===== src/rtl/bomb_sequencer.sv =====
// Bomb sequencer: drives the control codes of an external countdown timer
// register and an external secret-code register, tracks wrong code entries
// and reports IDLE/SET/ARMED/DEFUSED/EXPLODED.
module bomb_sequencer #(
  parameter int unsigned TIMER_WIDTH = 8,
  parameter int unsigned CODE_WIDTH  = 4,
  parameter int unsigned TICK_DIV    = 4,
  parameter int unsigned MAX_TRIES   = 3
) (
  input  logic                   clk,
  input  logic                   rst,
  input  logic                   start,
  input  logic                   clear,
  input  logic                   set_up,
  input  logic                   set_down,
  input  logic                   arm,
  input  logic [CODE_WIDTH-1:0]  code_in,
  input  logic                   code_valid,
  input  logic [TIMER_WIDTH-1:0] timer_value,
  input  logic [CODE_WIDTH-1:0]  secret_value,
  output logic [2:0]             timer_ctrl,
  output logic [2:0]             secret_ctrl,
  output logic [2:0]             state,
  output logic                   tick,
  output logic [1:0]             tries_left
);

  localparam int unsigned PRE_W = $clog2(TICK_DIV);
  localparam int unsigned WR_W  = $clog2(MAX_TRIES + 1);
  localparam int unsigned REM_W = (WR_W > 2) ? WR_W : 2;

  localparam logic [PRE_W-1:0] PRE_LAST = PRE_W'(TICK_DIV - 1);
  localparam logic [WR_W-1:0]  WR_MAX   = WR_W'(MAX_TRIES);

  localparam logic [2:0] CTRL_NONE = 3'd0;
  localparam logic [2:0] CTRL_CLR  = 3'd1;
  localparam logic [2:0] CTRL_LOAD = 3'd2;
  localparam logic [2:0] CTRL_INCR = 3'd3;
  localparam logic [2:0] CTRL_DECR = 3'd4;

  typedef enum logic [2:0] {
    S_IDLE     = 3'd0,
    S_SET      = 3'd1,
    S_ARMED    = 3'd2,
    S_DEFUSED  = 3'd3,
    S_EXPLODED = 3'd4
  } state_e;

  state_e           state_q, state_d;
  logic [PRE_W-1:0] presc_q, presc_d;
  logic [WR_W-1:0]  wrong_q, wrong_d;

  logic             timer_zero;
  logic             timer_full;
  logic             timer_one;
  logic             code_match;
  logic             tick_due;
  logic [WR_W-1:0]  wrong_inc;
  logic [REM_W-1:0] remaining;

  assign timer_zero = (timer_value == '0);
  assign timer_full = &timer_value;
  assign timer_one  = (timer_value == TIMER_WIDTH'(1));
  assign code_match = code_valid && (code_in == secret_value);
  assign tick_due   = (presc_q == PRE_LAST);
  assign wrong_inc  = wrong_q + WR_W'(1);

  assign state = state_q;

  // Remaining attempts, saturated to the 2-bit output range.
  always_comb begin
    remaining = REM_W'(WR_MAX) - REM_W'(wrong_q);
    if (remaining > REM_W'(3)) begin
      tries_left = 2'd3;
    end else begin
      tries_left = remaining[1:0];
    end
  end

  // State, prescaler and wrong-entry registers; reset forces IDLE at once.
  always_ff @(posedge clk or posedge rst) begin
    if (rst) begin
      state_q <= S_IDLE;
      presc_q <= '0;
      wrong_q <= '0;
    end else begin
      state_q <= state_d;
      presc_q <= presc_d;
      wrong_q <= wrong_d;
    end
  end

  // Next-state and register-control decode; clear wins in every non-IDLE state.
  always_comb begin
    state_d     = state_q;
    presc_d     = presc_q;
    wrong_d     = wrong_q;
    timer_ctrl  = CTRL_NONE;
    secret_ctrl = CTRL_NONE;
    tick        = 1'b0;

    if (state_q != S_IDLE && clear) begin
      state_d = S_IDLE;
      presc_d = '0;
      wrong_d = '0;
    end else begin
      case (state_q)
        S_IDLE: begin
          timer_ctrl  = CTRL_CLR;
          secret_ctrl = CTRL_CLR;
          presc_d     = '0;
          wrong_d     = '0;
          if (start) begin
            state_d = S_SET;
          end
        end

        S_SET: begin
          if (arm && !timer_zero) begin
            secret_ctrl = CTRL_LOAD;
            state_d     = S_ARMED;
            presc_d     = '0;
            wrong_d     = '0;
          end else if (set_up && !set_down && !timer_full) begin
            timer_ctrl = CTRL_INCR;
          end else if (set_down && !set_up && !timer_zero) begin
            timer_ctrl = CTRL_DECR;
          end
        end

        S_ARMED: begin
          if (code_match) begin
            // Correct code beats a same-cycle tick: no decrement, no pulse.
            state_d = S_DEFUSED;
          end else begin
            presc_d = tick_due ? '0 : presc_q + PRE_W'(1);
            if (tick_due) begin
              timer_ctrl = CTRL_DECR;
              tick       = 1'b1;
              if (timer_one) begin
                state_d = S_EXPLODED;
              end
            end
            if (code_valid) begin
              wrong_d = wrong_inc;
              if (wrong_inc == WR_MAX) begin
                state_d = S_EXPLODED;
              end
            end
          end
        end

        S_DEFUSED, S_EXPLODED: begin
        end

        default: begin
          state_d = S_IDLE;
        end
      endcase
    end
  end

endmodule


===== config.mk =====
export PLATFORM = sky130hd
export DESIGN_NAME = bomb_sequencer
export DESIGN_NICKNAME = d
export VERILOG_FILES = /design/src/rtl/bomb_sequencer.sv
export SDC_FILE = /design/constraint.sdc
export NUM_CORES = 1
export LEC_CHECK = 0
export ABC_AREA = 0
export CAP_MARGIN = 10
export CORE_ASPECT_RATIO = 1.75
export CORE_UTILIZATION = 30
export CTS_CLUSTER_SIZE = 30
export DETAILED_ROUTE_END_ITERATION = 8
export GPL_TIMING_DRIVEN = 0
export PLACE_DENSITY_LB_ADDON = 0.08
export SYNTH_ARGS = -nofsm -noshare
export SYNTH_HDL_FRONTEND = slang
export SYNTH_SLANG_ARGS = --single-unit

===== constraint.sdc =====
create_clock -name clk -period 3.3 [get_ports clk]
set_input_delay 0.825 -clock clk [delete_from_list [all_inputs] [get_ports clk]]
set_output_delay 0.825 -clock clk [all_outputs]
set_load 0.02 [all_outputs]

==> impl_metrics.ini, run 1 <==
[status]
status = finished, final reports clean

[die]
rows = 23
dieWidth_um = 39.91
dieArea_um2 = 2727
dieHeight_um = 68.34
io_pins = 36
core_um2 = 2331
initial_core_util_pct = 32.37

[worst_setup_path]
worstPathRequired_ns = 2.47
worstPathMaxFanout = 5
cp-end-kind = output pin
cp.arrival_ns = 2.39
timing.rr.end = state[2]
ff2ff_path_depth = 5
critPathLaunchType = input port
worstReg2RegStart = state[0]
ff2ff_setup_slack_ns = 1.71
critPathKind = in -> out

[final_layout]
diodes = 0
finalInstanceArea_um2 = 1166
area_growth_pct = 54.56
nets = 145
drive_gt1_share_pct = 16.95

[power]
leakagePower_nw = 0.4703
p_total_mw = 0.3897
power.density_nw_per_um2 = 334.2
ir_drop_mv = 0.3001

[min_path]
hold_path_end = presc_q[1]
worstHoldPathType = reg -> reg
hp-start = presc_q[1]
worstHoldPathCells = 1

[route]
wire_per_inst_um = 13.78
drc = 0
num_vias = 736
drt_pass1_iterations = 4
dr.first_iter.drc_count = 5
ant_nets = 0
routed_wl_um = 1970
vias_per_cell = 5.147

[timing]
min_period_over_period_pct = 97.48
hold_ws_ns = 0.5059
setup_viol = 0
drv_slew = 0
hold_viol = 0
max_freq_ghz = 0.3109
skew_ns = 0.001066
fin_ws_ns = 0.08304
fin_crit_ns = 3.217
finalSetupTns_ns = 0
grt_setup_unrepaired = no

[global_route]
grt_pass1_vias = 717
grt.overflow.total = 0
track_usage_pct = 15.34
antenna_found_initial = 0
grt_pass1_wl_um = 2842
grt_max_degree = 11

[cts]
htreeDepth = 1
cts_sinks = 7
clk_pin_slew_ns = 0.04
holdBufCountCts = 0
cts_root_buf = clkbuf_8
insertion_delay_ns = 0.22
cts_buffers = 3
cts_tree = built
cts_setup_buffers = 0
cts_buffer_depth = 2

[run]
drv_cap = 0

[synthesis]
synth_common_cells = 7 x dfrtp_1, 7 x nor2_1, 6 x nand2_1, 5 x inv_1, 4 x nor3_1
synth_top_area_share_pct = 23.22
synth_enable_flop_cells = 0
syn_nets = 107
syn_inst = 81
ys.flop_type = dfrtp_1
yosysUniqueCellTypes = 42
synthArstFlopShare_pct = 100.0
syn_area_um2 = 754.5
ys_ff_latch = 7
seq_area_frac_synth_pct = 23.22
avgSynthCellArea_um2 = 9.314
synth_warnings = 0
synthTopCellsByArea = dfrtp_1 23%, buf_6 4.5%, nand2b_4 3.6%, xnor2_4 3.6%, nor2_1 3.5%
netlist.top_cell.by_area = dfrtp_1

[place]
globalplace.congestion = 0.7954
pre_cts_ws_ns = -0.2204
hpwl_um = 1635
placed_cell_area_um2 = 1116
portBuffers = 33
## flip-flops by register name, indices dropped and copies added, names as in the netlist
| signal | cells |
|---|---|
| wrong_q | 2 |
| presc_q | 2 |
| state | 3 |
## cells by family (layout without fill, tap and decap cells)
kind of cell,after synthesis,in the layout,synth area share (%)
AOI/OAI and AO/OA,22,22,24.54
adders and majority gates,3,3,4.643
and+or+nand+nor,33,33,29.85
muxes,1,1,1.492
other,1,1,0.4970
buffers and inverters,10,47,8.623
xor gates and xnor gates,4,4,7.132
DFF,7,7,23.22
## cells in the final DEF, fill, tap and decap left out, types with 2 or more instances in the layout
master / netlist / layout
nor2_1: 7 / 7
clkdlybuf4s50_1: 0 / 28
a21boi_1: 3 / 2
nor2b_1: 2 / 2
nand2_1: 6 / 6
buf_6: 3 / 3
ha_1: 2 / 2
dlygate4sd2_1: 0 / 5
a211oi_1: 2 / 2
nor3_1: 4 / 4
o21ai_1: 2 / 2
xor2_1: 3 / 2
inv_1: 5 / 5
clkbuf_8: 0 / 3
o21ai_0: 2 / 2
a22o_1: 2 / 2
nand2b_4: 2 / 2
dfrtp_1: 7 / 7
nand4_1: 3 / 3
## area by class of cell
class,count,area [µm²]
fillers,221,1165
multi-input cells,64,525.5
repair buffers,33,324.1
flip-flops and latches,7,175.2
plain buffers,5,46.29
clock buffers,4,45.04
well taps,25,31.28
inverters,5,18.77
## routing by layer
metal	vias up	global-route usage, %	part of all wire, %
li1	374	-	-
met1	334	14.55	38
met2	26	29.84	56
met3	2	2.922	4.2
met4	0	5.172	1.0
met5	-	0	0
## worst max-delay path by stage
stage | start | to | depth (start not counted)
after global placement | timer_value[5] | timer_ctrl[0] | 6
after global routing | secret_value[3] | timer_ctrl[2] | 7
after detailed placement | timer_value[5] | timer_ctrl[1] | 5
after floorplan | state[0] | timer_ctrl[1] | 4
after CTS | secret_value[1] | timer_ctrl[2] | 7
final | secret_value[1] | timer_ctrl[2] | 7
## power breakdown
| part | switching, mW | internal (mW) |
|---|---|---|
| Clock | 0.0349 | 0.0834 |
| Sequential | 0.00483 | 0.0924 |
| Combinational | 0.0881 | 0.0861 |
## through the flow
step                      util [%]  instances
after CTS                    49.54        143
after detailed placement     47.88        139
after floorplan                  -         81
after global placement       47.88        139
after global routing         50.03        143
final                        50.03        143
## critical path, stage by stage
cell	delay, ns
clkdlybuf4s50_1	0.41
xor2_1	0.18
nor3_4	0.28
nand3_2	0.17
nand4b_1	0.14
a21boi_1	0.07
dlygate4sd2_1	0.32
## timing repair
action / in CTS / in global routing
gates resized for setup: 5 / 2
pin swaps: 0 / 2
endpoints found under the setup margin: 5 / 3
No activity file was read; power rests on OpenSTA's default activity.
==> run 2, diff against run 1 <==
Settings changed: CORE_ASPECT_RATIO 1.75 to default, SLEW_MARGIN from default to 30.
==> impl_metrics.ini, run 2 (synthesized netlist as in run 1, its figures left out) <==
[cts]
insertion_delay_ns = 0.25
htreeDepth = 1
clk_pin_slew_ns = 0.06
cts_buffer_depth = 2
holdBufCountCts = 0
cts_sinks = 7
cts_tree = built
cts_setup_buffers = 0
cts_root_buf = clkbuf_4
cts_buffers = 3

[min_path]
worstHoldPathType = reg -> reg
hold_path_end = presc_q[1]
hp-start = presc_q[1]
worstHoldPathCells = 1

[die]
core_um2 = 2297
dieWidth_um = 52.15
rows = 17
io_pins = 36
dieArea_um2 = 2720
initial_core_util_pct = 32.84
dieHeight_um = 52.15

[global_route]
grt_pass1_wl_um = 2911
grt_max_degree = 11
grt.overflow.total = 0
antenna_found_initial = 0
track_usage_pct = 14.53
grt_pass1_vias = 678

[final_layout]
final_cell_mix = 28 x clkdlybuf4s50_1, 7 x nor2_1, 7 x dfrtp_1, 6 x nand2_1, 5 x inv_1
nets = 145
largest_register_ffs = 3
final_common_cell = clkdlybuf4s50_1
diodes = 0
drive_gt1_share_pct = 15.25
area_growth_pct = 52.24

[route]
drt_pass1_iterations = 4
routed_wl_um = 1777
dr.first_iter.drc_count = 6
highest_layer = met3
met1_length_um = 781
ant_nets = 0
num_vias = 736
route.met3.wl_um = 122
drc = 0
wire_per_inst_um = 12.17
wl_met2_um = 873
vias_per_cell = 5.041

[timing]
skew_ns = 0.007905
fin_crit_ns = 3.214
min_period_over_period_pct = 97.38
setup_viol = 0
finalSetupTns_ns = 0
max_freq_ghz = 0.3112
hold_viol = 0
grt_setup_unrepaired = no
drv_slew = 0
fin_ws_ns = 0.08635

[worst_setup_path]
cp-end-kind = output pin
worstPathMaxFanout = 5
ff2ff_path_depth = 5
critPathKind = in -> out
ff2ff_setup_slack_ns = 1.75
worstPathRequired_ns = 2.47
worstReg2RegStart = state[0]
timing.rr.end = state[2]
critPathLaunchType = input port
cp.arrival_ns = 2.39

[power]
leakagePower_nw = 0.4576
ir_drop_mv = 0.2054
power.density_nw_per_um2 = 303.9

[place]
globalplace.congestion = 0.7940
pre_cts_ws_ns = -0.2260
portBuffers = 33
hpwl_um = 1479

[status]
status = finished, final reports clean

[run]
drv_cap = 0
run 2: power breakdown:
part	internal, mW	leakage, nW	switching (mW)	total, mW
Combinational	0.0858	0.347	0.0879	0.174
Sequential	0.0920	0.0952	0.00515	0.0972
Clock	0.0462	0.0150	0.0320	0.0782
run 2: layout make-up:
cell class	instances	area, µm²
Clock buffer	4	26.28
Inverter	5	18.77
Timing Repair Buffer	33	325.3
Sequential cell	7	175.2
Fill cell	237	1149
Tap cell	28	35.03
Buffer	5	46.29
Multi-Input combinational cell	64	521.8
run 2: worst max-delay path by stage:
stage | startpoint | endpoint | slack (ns) | cells after the start
floorplan | state[0] | timer_ctrl[1] | 0.47 | 4
global placement | timer_value[5] | timer_ctrl[0] | -0.18 | 6
detailed placement | code_in[0] | timer_ctrl[2] | -0.23 | 7
CTS | secret_value[1] | timer_ctrl[2] | 0.05 | 7
global route | code_in[3] | timer_ctrl[2] | 0.01 | 7
finish | secret_value[3] | timer_ctrl[2] | 0.09 | 7
run 2: repair_timing:
action | in CTS | in global routing
pin swaps | 0 | 1
setup endpoints to repair | 5 | 1
resized for setup | 5 | 2
run 2: critical path: stages:
cell             delay, ns
clkdlybuf4s50_1       0.47
xor2_1                0.25
nor3_4                0.11
nand3_4               0.11
nand4b_1              0.11
a21boi_1              0.17
clkdlybuf4s15_1       0.34
run 2: through the flow:
stage | power, mW | cells | hold slack (ns) | cell area [µm²] | utilization, %
global placement | 0.2731 | 142 | 0.4884 | 1120 | 48.75
detailed placement | 0.2769 | 142 | 0.4954 | 1120 | 48.75
floorplan | 0.2012 | 81 | 0.4698 | 754.5 | -
CTS | 0.3539 | 146 | 0.5111 | 1140 | 49.62
finish | 0.3491 | 146 | 0.5227 | 1149 | 50.00
global route | 0.3734 | 146 | 0.5444 | 1149 | 50.00
run 2: routing by layer:
layer | global-route usage (%) | vias to the layer above
met2 | 24.36 | 20
met5 | 0 | -
met4 | 0 | 0
met3 | 6.433 | 0
li1 | - | 371
met1 | 18.23 | 345
